### src/rtl/pio_irq_reader.sv
// pio_irq_reader: Avalon-MM initiator servicing a controller input PIO.
// Programs the PIO irq mask, waits for the level irq, reads the data word,
// masks the PIO while the word is offered on a valid/ready stream, then
// re-arms the mask.
//
// Ports:
//   clk, reset_n         clock, asynchronous active-low reset
//   av_address/av_chipselect/av_write_n/av_writedata  registered Avalon outputs
//   av_readdata          PIO read data (registered, 1-cycle latency)
//   pio_irq              PIO level interrupt
//   cfg_mask, cfg_load   new mask value and its one-cycle load strobe
//   out_data/out_valid/out_ready  captured-word stream
//   evt_count            saturating count of captured words
//   busy                 high in every state except WAIT_IRQ
//
// Optional build macro PIO_IRQ_READER_POLL_EN: adds a POLL_DIV down-counter
// that polls the data register while idle and presents changed words.
module pio_irq_reader #(
  parameter int unsigned DATA_W    = 32,
  parameter logic [31:0] MASK_INIT = 32'hFFFF_FFFF,
  parameter int unsigned CNT_W     = 16
`ifdef PIO_IRQ_READER_POLL_EN
  , parameter int unsigned POLL_DIV = 1000
`endif
) (
  input  logic              clk,
  input  logic              reset_n,
  output logic [1:0]        av_address,
  output logic              av_chipselect,
  output logic              av_write_n,
  output logic [31:0]       av_writedata,
  input  logic [31:0]       av_readdata,
  input  logic              pio_irq,
  input  logic [31:0]       cfg_mask,
  input  logic              cfg_load,
  output logic [DATA_W-1:0] out_data,
  output logic              out_valid,
  input  logic              out_ready,
  output logic [CNT_W-1:0]  evt_count,
  output logic              busy
);

  localparam logic [1:0] ADDR_DATA = 2'd0;
  localparam logic [1:0] ADDR_MASK = 2'd2;

  typedef enum logic [2:0] {
    S_INIT,
    S_WAIT_IRQ,
    S_RD_ADDR,
    S_RD_CAP,
    S_MASK_OFF,
    S_PRESENT,
    S_REARM
  } state_t;

  state_t      state;
  logic [31:0] mask_reg;
  logic [31:0] pend_mask;
  logic [31:0] pend_nxt_c;

  // A load in the same cycle as a mask copy is taken directly.
  assign pend_nxt_c = cfg_load ? cfg_mask : pend_mask;

`ifdef PIO_IRQ_READER_POLL_EN
  localparam int unsigned POLL_W = (POLL_DIV > 2) ? $clog2(POLL_DIV) : 1;
  localparam logic [POLL_W-1:0] POLL_RELOAD = POLL_W'(POLL_DIV - 1);

  logic [POLL_W-1:0] poll_cnt;
  logic              poll_rd;

  // Runs only in WAIT_IRQ; any other state holds it at reload, so every
  // WAIT_IRQ entry starts a full interval.
  always_ff @(posedge clk or negedge reset_n) begin
    if (!reset_n) begin
      poll_cnt <= POLL_RELOAD;
    end else if (state != S_WAIT_IRQ) begin
      poll_cnt <= POLL_RELOAD;
    end else if (poll_cnt != '0) begin
      poll_cnt <= poll_cnt - POLL_W'(1);
    end
  end
`endif

  // Control FSM; bus outputs default to idle and are set for one cycle
  // by the states that issue a transfer.
  always_ff @(posedge clk or negedge reset_n) begin
    if (!reset_n) begin
      state         <= S_INIT;
      mask_reg      <= MASK_INIT;
      pend_mask     <= MASK_INIT;
      av_address    <= '0;
      av_chipselect <= 1'b0;
      av_write_n    <= 1'b1;
      av_writedata  <= '0;
      out_data      <= '0;
      out_valid     <= 1'b0;
      evt_count     <= '0;
      busy          <= 1'b1;
`ifdef PIO_IRQ_READER_POLL_EN
      poll_rd       <= 1'b0;
`endif
    end else begin
      av_address    <= ADDR_DATA;
      av_chipselect <= 1'b0;
      av_write_n    <= 1'b1;
      if (cfg_load) pend_mask <= cfg_mask;

      case (state)
        S_INIT, S_REARM: begin
          av_address    <= ADDR_MASK;
          av_chipselect <= 1'b1;
          av_write_n    <= 1'b0;
          av_writedata  <= mask_reg;
          state         <= S_WAIT_IRQ;
          busy          <= 1'b0;
        end

        S_WAIT_IRQ: begin
          if (pio_irq) begin
            state <= S_RD_ADDR;
            busy  <= 1'b1;
          end else if (cfg_load) begin
            mask_reg <= pend_nxt_c;
            state    <= S_INIT;
            busy     <= 1'b1;
          end
`ifdef PIO_IRQ_READER_POLL_EN
          else if (poll_cnt == '0) begin
            poll_rd <= 1'b1;
            state   <= S_RD_ADDR;
            busy    <= 1'b1;
          end
`endif
        end

        S_RD_ADDR: begin
          av_address    <= ADDR_DATA;
          av_chipselect <= 1'b1;
          state         <= S_RD_CAP;
        end

        S_RD_CAP: begin
`ifdef PIO_IRQ_READER_POLL_EN
          poll_rd <= 1'b0;
          if (poll_rd && (DATA_W'(av_readdata) == out_data)) begin
            state <= S_WAIT_IRQ;
            busy  <= 1'b0;
          end else begin
            out_data <= DATA_W'(av_readdata);
            if (evt_count != '1) evt_count <= evt_count + CNT_W'(1);
            // A polled word has no irq pending, so the mask stays armed.
            if (poll_rd) begin
              out_valid <= 1'b1;
              state     <= S_PRESENT;
            end else begin
              state <= S_MASK_OFF;
            end
          end
`else
          out_data <= DATA_W'(av_readdata);
          if (evt_count != '1) evt_count <= evt_count + CNT_W'(1);
          state <= S_MASK_OFF;
`endif
        end

        S_MASK_OFF: begin
          av_address    <= ADDR_MASK;
          av_chipselect <= 1'b1;
          av_write_n    <= 1'b0;
          av_writedata  <= '0;
          out_valid     <= 1'b1;
          state         <= S_PRESENT;
        end

        S_PRESENT: begin
          if (out_ready) begin
            out_valid <= 1'b0;
            mask_reg  <= pend_nxt_c;
            state     <= S_REARM;
          end
        end

        default: begin
          state <= S_INIT;
          busy  <= 1'b1;
        end
      endcase
    end
  end

endmodule

### config.mk
export PLATFORM = sky130hd
export DESIGN_NAME = pio_irq_reader
export DESIGN_NICKNAME = d
export VERILOG_FILES = /design/src/rtl/pio_irq_reader.sv
export SDC_FILE = /design/constraint.sdc
export NUM_CORES = 1
export LEC_CHECK = 0
export ABC_CLOCK_PERIOD_IN_PS = 3000
export BUFFER_PORTS_ARGS = -buffer_cell sky130_fd_sc_hd__buf_2
export CAP_MARGIN = 40
export CORE_MARGIN = 10
export CORE_UTILIZATION = 50
export DETAILED_ROUTE_END_ITERATION = 12
export PLACE_DENSITY_LB_ADDON = 0.1
export SLEW_MARGIN = 20
export SYNTH_ARGS = -nofsm -noshare
export SYNTH_HDL_FRONTEND = slang
export SYNTH_SLANG_ARGS = --single-unit
### constraint.sdc
create_clock -name clk -period 3 [get_ports clk]
set_input_delay 0.45 -clock clk [delete_from_list [all_inputs] [get_ports clk]]
set_output_delay 0.45 -clock clk [all_outputs]
set_load 0.01 [all_outputs]
# Word level (Yosys, flattened, before mapping)
# Index checks and enable logic that the tools add are counted.
[classes]
addsub = 1
eq_ne = 11
n_mux = 18
bitwise = 1
reduce_logical = 13
[ops]
columns = ["operator", "count"]
rows = [
  ["32-bit 2-to-1 mux", 4],
  ["32-bit one-hot mux with 2 select lines", 2],
  ["3-bit one-hot mux with 6 select lines", 1],
  ["16-bit by 1-bit adder with 16-bit output (second input constant)", 1],
  ["16-bit != test (second input constant)", 1],
  ["3-bit equality test (second input constant)", 3],
  ["3-bit 2-to-1 mux", 3],
  ["2-bit AND reduction", 4],
  ["4-bit OR reduction", 2],
  ["3-bit by 2-bit equality test with 1-bit output (second input constant)", 2],
  ["2-bit != test (second input constant)", 3],
  ["2-bit nonzero test", 3],
  ["1-bit 2-to-1 mux", 5],
  ["4-bit AND reduction", 1],
  ["3-bit by 1-bit equality test with 1-bit output (second input constant)", 1],
  ["3-bit zero test", 1],
  ["3-bit != test (second input constant)", 1],
  ["1-bit one-hot mux with 3 select lines", 1],
  ["3-bit OR reduction", 1],
  ["2-bit 2-to-1 mux", 1],
  ["1-bit one-hot mux with 2 select lines", 1],
  ["2-bit OR reduction", 1],
  ["1-bit NOT", 1],
]
[word_totals]
ff_bits = 153
in_bits = 69
wordCells = 55

# Logic depth before layout (Yosys ltp)
# Gate-level depths: netlist (run 1).
[depth]
word_depth = 4
depth_mapped = 6

# Worst setup path before layout (run 1)
# Ideal clock, no wire load.
[synth_timing]
kind = "register -> register"
from = "register evt_count[0]"
to = "register evt_count[1]"
arrival_time_ps = 1668
slack_ps = 1207
path_stages_with_launch = 6
path_buffers = 0
cell_sequence = "dfrtp_1 > ha_1 > nand4_2 > nor4_4 > nor2_2 > mux2_4"
[synth_between]
elab_chain_len = 2
[synth_rtl]
columns = ["element", "line_no", "text"]
rows = [
  ["start, declared", "39", "output logic [CNT_W-1:0] evt_count,"],
  ["start signal, assigned", "161", "if (evt_count != '1) evt_count <= evt_count + CNT_W'(1);"],
  ["branches (longest 2 deep; another with 16-bit by 1-bit adder with 16-bit output)", "--", ""],
]
# Several ways; the timed one is not identified.
# A chain may end at the register's enable or synchronous reset.

# Final worst setup path (run 1)
[layout_timing]
from = "register state[1]"
to = "register evt_count[1]"
[layout_between]
elab_chain_len = 2
[layout_rtl]
columns = ["element", "line_no", "text"]
rows = [
  ["start, declared", "56", "state_t state;"],
  ["start signal, assigned", "88", "state <= S_INIT;"],
  ["start signal, assigned", "114", "state <= S_WAIT_IRQ;"],
  ["start signal, assigned", "120", "state <= S_RD_ADDR;"],
  ["3-bit by 2-bit equality test with 1-bit output", "108", "case (state)"],
  ["2-bit AND reduction (no source line)", "--", ""],
]
# No other way between the ends.

==> results of run 1 <==
## power by group
part | internal [mW] | total [mW] | switching [mW]
Sequential | 3.01 | 3.47 | 0.458
Clock | 1.36 | 2.15 | 0.782
Combinational | 1.07 | 2.29 | 1.23
## how the worst min path moves through the flow
stage                                        start                        end  slack [ns]  cells past startpoint
after floorplan                            reset_n    av_address[1]$_DFF_PN0_        0.15                      0
after global placement    out_data[13]$_DFFE_PN0P_   out_data[13]$_DFFE_PN0P_        0.45                      2
after detailed placement  out_data[26]$_DFFE_PN0P_   out_data[26]$_DFFE_PN0P_        0.46                      2
after CTS                                  reset_n  evt_count[12]$_DFFE_PN0P_        0.07                      1
after global routing                       reset_n  evt_count[12]$_DFFE_PN0P_        0.09                      1
final                                      reset_n  evt_count[12]$_DFFE_PN0P_        0.05                      1
## layout by cell type (no fill, tap or decap), drive strengths merged, types with 4 or more instances in the layout
cell	n
nor2	6
dfrtp	86
xor2	11
nand3	6
buf	161
a22o	32
o21ai	4
clkbuf	23
nor3	9
nand2	108
nand4	8
mux2	67
dfstp	66
## metal layers
metal / track usage / vias up
met3: 0.05669 / 20
met2: 0.2844 / 93
met1: 0.1947 / 2022
met4: 0.07492 / 0
li1: - / 1879
met5: 0 / -
## logic make-up (layout without fill, tap and decap cells)
logic type,count (synthesis),in the layout,synth area share
buffers and inverters,28,195,0.02551
adder cells (fa/ha/maj),1,1,0.002091
flip-flops,152,152,0.6495
XOR/XNOR,12,12,0.01757
AND/OR/NAND/NOR,153,153,0.1207
other,1,1,0.0006268
AO/OA/AOI/OAI,43,43,0.05730
multiplexers,67,67,0.1267
## metrics by stage
| step | worst slack [ns] | total power [mW] | instances | hold slack, ns | area (um2) |
|---|---|---|---|---|---|
| 2_1_floorplan | 1.207 | 4.915 | 457 | 0.1544 | 5983 |
| 3_3_place_gp | 1.068 | 5.748 | 736 | 0.4527 | 6872 |
| 3_5_place_dp | 1.007 | 5.847 | 736 | 0.4575 | 6872 |
| 4_1_cts | 0.9966 | 8.017 | 767 | 0.07082 | 7470 |
| 5_1_grt | 0.8054 | 8.403 | 767 | 0.09101 | 7470 |
| 6_report | 1.012 | 7.909 | 767 | 0.04836 | 7470 |
## layout make-up
cell class	count	area, um2
well taps	143	178.9
fillers	878	4095
clock inverters	8	120.1
clock buffers	23	478.0
inverters	3	11.26
multi-input cells	277	1951
repair buffers	161	844.6
flip-flops and latches	152	3886
==> metrics, run 1 <==
Clock Latency Late Sink=roughly 0.42 ns; DP HPWL=roughly 9.6 mm; Die H=approximately 130 um; Synth cell types=44; CTS resizes=0; DR DRC count=0; reg2reg start=state[1]$_DFFE_PN0P_; Antenna Nets Post-Route=0; number of synthesized flops with an enable pin=0; port buffer count=153; Layout Skew=about 0.006 ns; worst setup path start=state[1]$_DFFE_PN0P_; Synth top area share=0.3597; Critical Path RT=3.30 ns; Inserted Diodes=0; setup violators final=0; Yosys Warn Count=0; ys async rst share=1.000; Tot GR Track Use=0.1697; crit-path cells=nor2b_4 -> nand2_2 -> nor2_2 -> mux2_4; Nets=about 680; largest net degree at the start of global routing=76; Top delay family on crit path=simple AND/OR/NAND/NOR gates; period utilisation layout=0.6626; pwr/cell area=between 1000 and 1500 mW/mm2; Final min period=a little under 2 ns; Setup Buffers After CTS=0; Seq/Total Area, Yosys=0.6495; Crit Path Max Fanout=37; Slew @ Worst Pin=0.7203 ns; CTS tree=yes; Post-Synthesis Net Count=527; met2 routed WL=6.969 mm; Fmax=approximately 0.50 GHz; Cell Rows=39; R2R depth=4; H-tree depth=4; HP Class=primary input to asynchronous set/reset pin; leakage power=approximately 3.7 nW; initial antenna violation count=0; R2R Setup Slk=1.01 ns; WL per Instance=approximately 18 um; Post-Syn Area=0.005983 mm2; Critical Path AT=around 2.3 ns; worst setup path end=evt_count[1]$_DFFE_PN0P_; max-slew violations=0; MaxCap Viol Count=0; Core ar.=about 0.012 mm2; Starting Density=0.5174; GPL Wtd Cong=about 0.77; Synth area leaders=dfrtp_1 36%, dfstp_2 29%, mux2_2 12%, nand2_1 6.7%, a22o_1 4.7%; wl on met1=roughly 5.6 mm; cts hold-fix bufs=0; die area=0.01674 mm2; run status=completed; Routed met3 length=between 800 and 900 um; clk sink count=about 150; top_reg_cell synth=dfrtp_1; #FFs+latches synth=roughly 150; vias per cell=between 5 and 6; Via Count=roughly 4,000; P&R area growth vs syn=24.84%; clock transition at the registers of the reported paths=0.06 ns; Slowest-stage cell, CP=dfrtp_1; R2R Path End=evt_count[1]$_DFFE_PN0P_; Synth top cells by count=107 x nand2_1, 86 x dfrtp_1, 66 x dfstp_2; post-synth top area cell=dfrtp_1; fin util=0.6459; peak supply drop=0.6050 mV; CP Capture Type=register; Sum Neg Setup Slack=0 ns; count leader, synth=nand2_1; DRT iter0 DRCs=around 200; cells after synthesis=457; share of cells above drive strength 1=0.5256; Setup crit start kind=register; final hold vios=0; RSZ-0062 raised after global routing=false; peak per-stage delay on the critical path=around 0.55 ns; CTS Buf Count=17; Slew headroom=0.5198; max layer used=met4; Clock Tree Buf Depth=2; vias in the first global route=between 4,000 and 5,000; Overflow after GRT=0; Die X=129.4 um; Levels on crit path=4; Top Ports=around 160; CTS root buf=clkbuf_16; first-pass GRT wire length=roughly 22 mm; Pre-Repair DR Iteration Count=4; Syn Area/Cell=about 13 um2; Routed Wire Length=13.66 mm; Setup CP Type=register to register; CP bufs+invs=0
Power figures use the tool's default switching activity.
==> run 2: changes to the inputs <==
- ABC_CLOCK_PERIOD_IN_PS: 3000 -> 1900
- clock period: 3 -> 1.9 ns (I/O delays scaled with it)
==> metrics, run 2 (synthesis gave the netlist of run 1 again) <==
sequential fraction of design power=0.423 (-0.015); P&R area growth vs syn=27.25%; Slowest-stage cell, CP=dfrtp_1; Clock Latency Late Sink=0.42 ns (about the same); CP Capture Type=register; Layout Cells excl Fill=780 (+1.7%); Fmax=0.5537 GHz (+10%); H-tree depth=4 (unchanged); Setup Buffers After CTS=0 (unchanged); GPL Wtd Cong=0.8144 (+5.3%); Layout Skew=0.004394 ns (-0.001613 ns); first-pass GRT wire length=22.22 mm (-0.34%); pwr/cell area=1674 mW/mm2 (+58%); Core ar.=0.01156 mm2 (unchanged); Die X=129.4 um (unchanged); Hold Path Depth=3; Final min period=1.806 ns (-0.1819 ns); Slew @ Worst Pin=0.5849 ns (-0.1353 ns); DP Area=0.006999 mm2 (+1.9%); Crit Path Max Fanout=23 (-38%); peak supply drop=0.9228 mV (+53%); most common cell after layout, fill and taps aside=buf_2; Final Cell Area=0.007614 mm2 (+1.9%); Starting Density=0.5174 (unchanged); Clk pwr share=0.266 (-0.005); share of cells above drive strength 1=0.5385 (+0.01282); Top Ports=155 (unchanged); setup violators final=0 (unchanged); Routed Wire Length=13.77 mm (+0.78%); port buffer count=153 (unchanged); leakage power=3.760 nW (+2.1%); MaxCap Viol Count=0 (unchanged); run status=completed; Nets=694 (+1.8%); CP bufs+invs=2 (+2); cts hold-fix bufs=1 (+1); crit-path cells=buf_4 -> nor3b_1 -> a21oi_1 -> nor3_4 -> buf_12 -> mux2_2; Top delay family on crit path=flip-flops; Pre-Repair DR Iteration Count=4 (unchanged); Cell Rows=39 (unchanged); Via Count=4,079 (+1.6%); Slew headroom=0.6088 (+0.08895); period utilisation layout=0.9505 (+0.2879); Critical Path AT=2.15 ns (-0.14 ns); DRT iter0 DRCs=194 (-5.8%); HP Class=primary input to register; CTS Buf Count=17 (unchanged); Clock Tree Buf Depth=2 (unchanged); Fill cells=899 (+2.4%); largest net degree at the start of global routing=50 (-34%); vias per cell=5.229 (about the same); combinational power share=0.310 (+0.020); most frequent cells in the layout=152 x buf_2, 107 x nand2_1, 86 x dfrtp_1, 66 x dfstp_2, 64 x mux2_2; RSZ-0062 raised after global routing=false; Antenna Nets Post-Route=0 (unchanged); Setup CP Type=register to register; Setup crit start kind=register; Levels on crit path=6 (+2); final hold vios=0 (unchanged); die area=0.01674 mm2 (unchanged); Net Switching=3.993 mW (+62%); Inserted Diodes=0 (unchanged); peak per-stage delay on the critical path=0.43 ns (-0.12 ns); Critical Path RT=2.24 ns (-1.06 ns); Power Total=12.74 mW (+61%); Fin Hold WS=0.05494 ns (+0.006579 ns); CTS root buf=clkbuf_16; WL per Instance=17.65 um (-0.90%); DP HPWL=9.779 mm (+2.3%); CTS resizes=0 (unchanged); Sw Ratio=0.3134 (+0.001448); Power Internal=8.748 mW (+61%); clock transition at the registers of the reported paths=0.06 ns (about the same); CTS tree=yes; Overflow after GRT=0 (unchanged); Tot GR Track Use=0.1710 (+0.001275); initial antenna violation count=0 (unchanged); clk sink count=152 (unchanged); vias in the first global route=4,320 (-1.6%); Die H=129.4 um (unchanged); max-slew violations=0 (unchanged); Placed Cells=747 (+1.5%); R2R depth=6 (+2); DR DRC count=0 (unchanged)
==> run 2: changes by cell type in the layout (fill, tap and decap cells not counted) <==
cell	previous run	this run
clkinvlp_4	2	3
buf_8	0	1
buf_4	7	14
dlygate4sd3_1	0	1
inv_6	0	1
clkinv_2	3	6
clkbuf_1	3	0
buf_12	1	4
clkbuf_8	3	2
==> run 2: final timing paths <==
check                                         start                   endpoint  slack (ns)
min in group asynchronous                   reset_n  evt_count[13]$_DFFE_PN0P_        0.37
max in group asynchronous                   reset_n    mask_reg[9]$_DFFE_PN1P_        0.78
setup / recovery               state[2]$_DFFE_PN0P_   mask_reg[11]$_DFFE_PN1P_        0.09
setup reg to reg               state[2]$_DFFE_PN0P_   mask_reg[11]$_DFFE_PN1P_        0.09
hold / removal                      av_readdata[26]   out_data[26]$_DFFE_PN0P_        0.05
hold reg to reg            out_data[25]$_DFFE_PN0P_   out_data[25]$_DFFE_PN0P_        0.47
==> run 2: power groups by stage <==
stage,logic (mW),clock network [mW],registers (mW)
floorplan,2.09,0,5.67
finish,3.95,3.40,5.39
global route,4.37,3.65,5.55
global placement,3.86,0,5.39
CTS,4.03,3.49,5.40
detailed placement,4.03,0,5.43
==> run 2: area by class of cell <==
class	count	area, um2	share of cell area
well taps	143	178.9	0.02350
flip-flops and latches	152	3886	0.5104
repair buffers	173	982.2	0.1290
inverters	3	11.26	0.001479
multi-input cells	277	1951	0.2562
clock buffers	19	452.9	0.05949
clock inverters	13	151.4	0.01988
==> run 2: layer usage <==
layer / vias to the layer above / track usage / routed length [um]
li1: 1906 / - / -
met2: 105 / 0.2832 / 7000
met5: - / 0 / 0
met3: 24 / 0.06688 / 982
met4: 0 / 0.06689 / 214
met1: 2044 / 0.1961 / 5573
==> run 2: stage by stage <==
stage               TNS, ns    util  setup slack, ns
floorplan                 0       -           0.1070
global placement    -0.1569  0.6039         -0.01874
detailed placement        0  0.6052           0.1033
CTS                       0  0.6583          0.08554
global route              0  0.6583         0.005691
finish                    0  0.6583          0.09401
==> run 2: worst reg2reg max path, cell delays in order (launching register included) <==
cell and delay (ns):
dfrtp_1 0.43, buf_4 0.19, nor3b_1 0.24, a21oi_1 0.11, nor3_4 0.18, buf_12 0.22, mux2_2 0.36
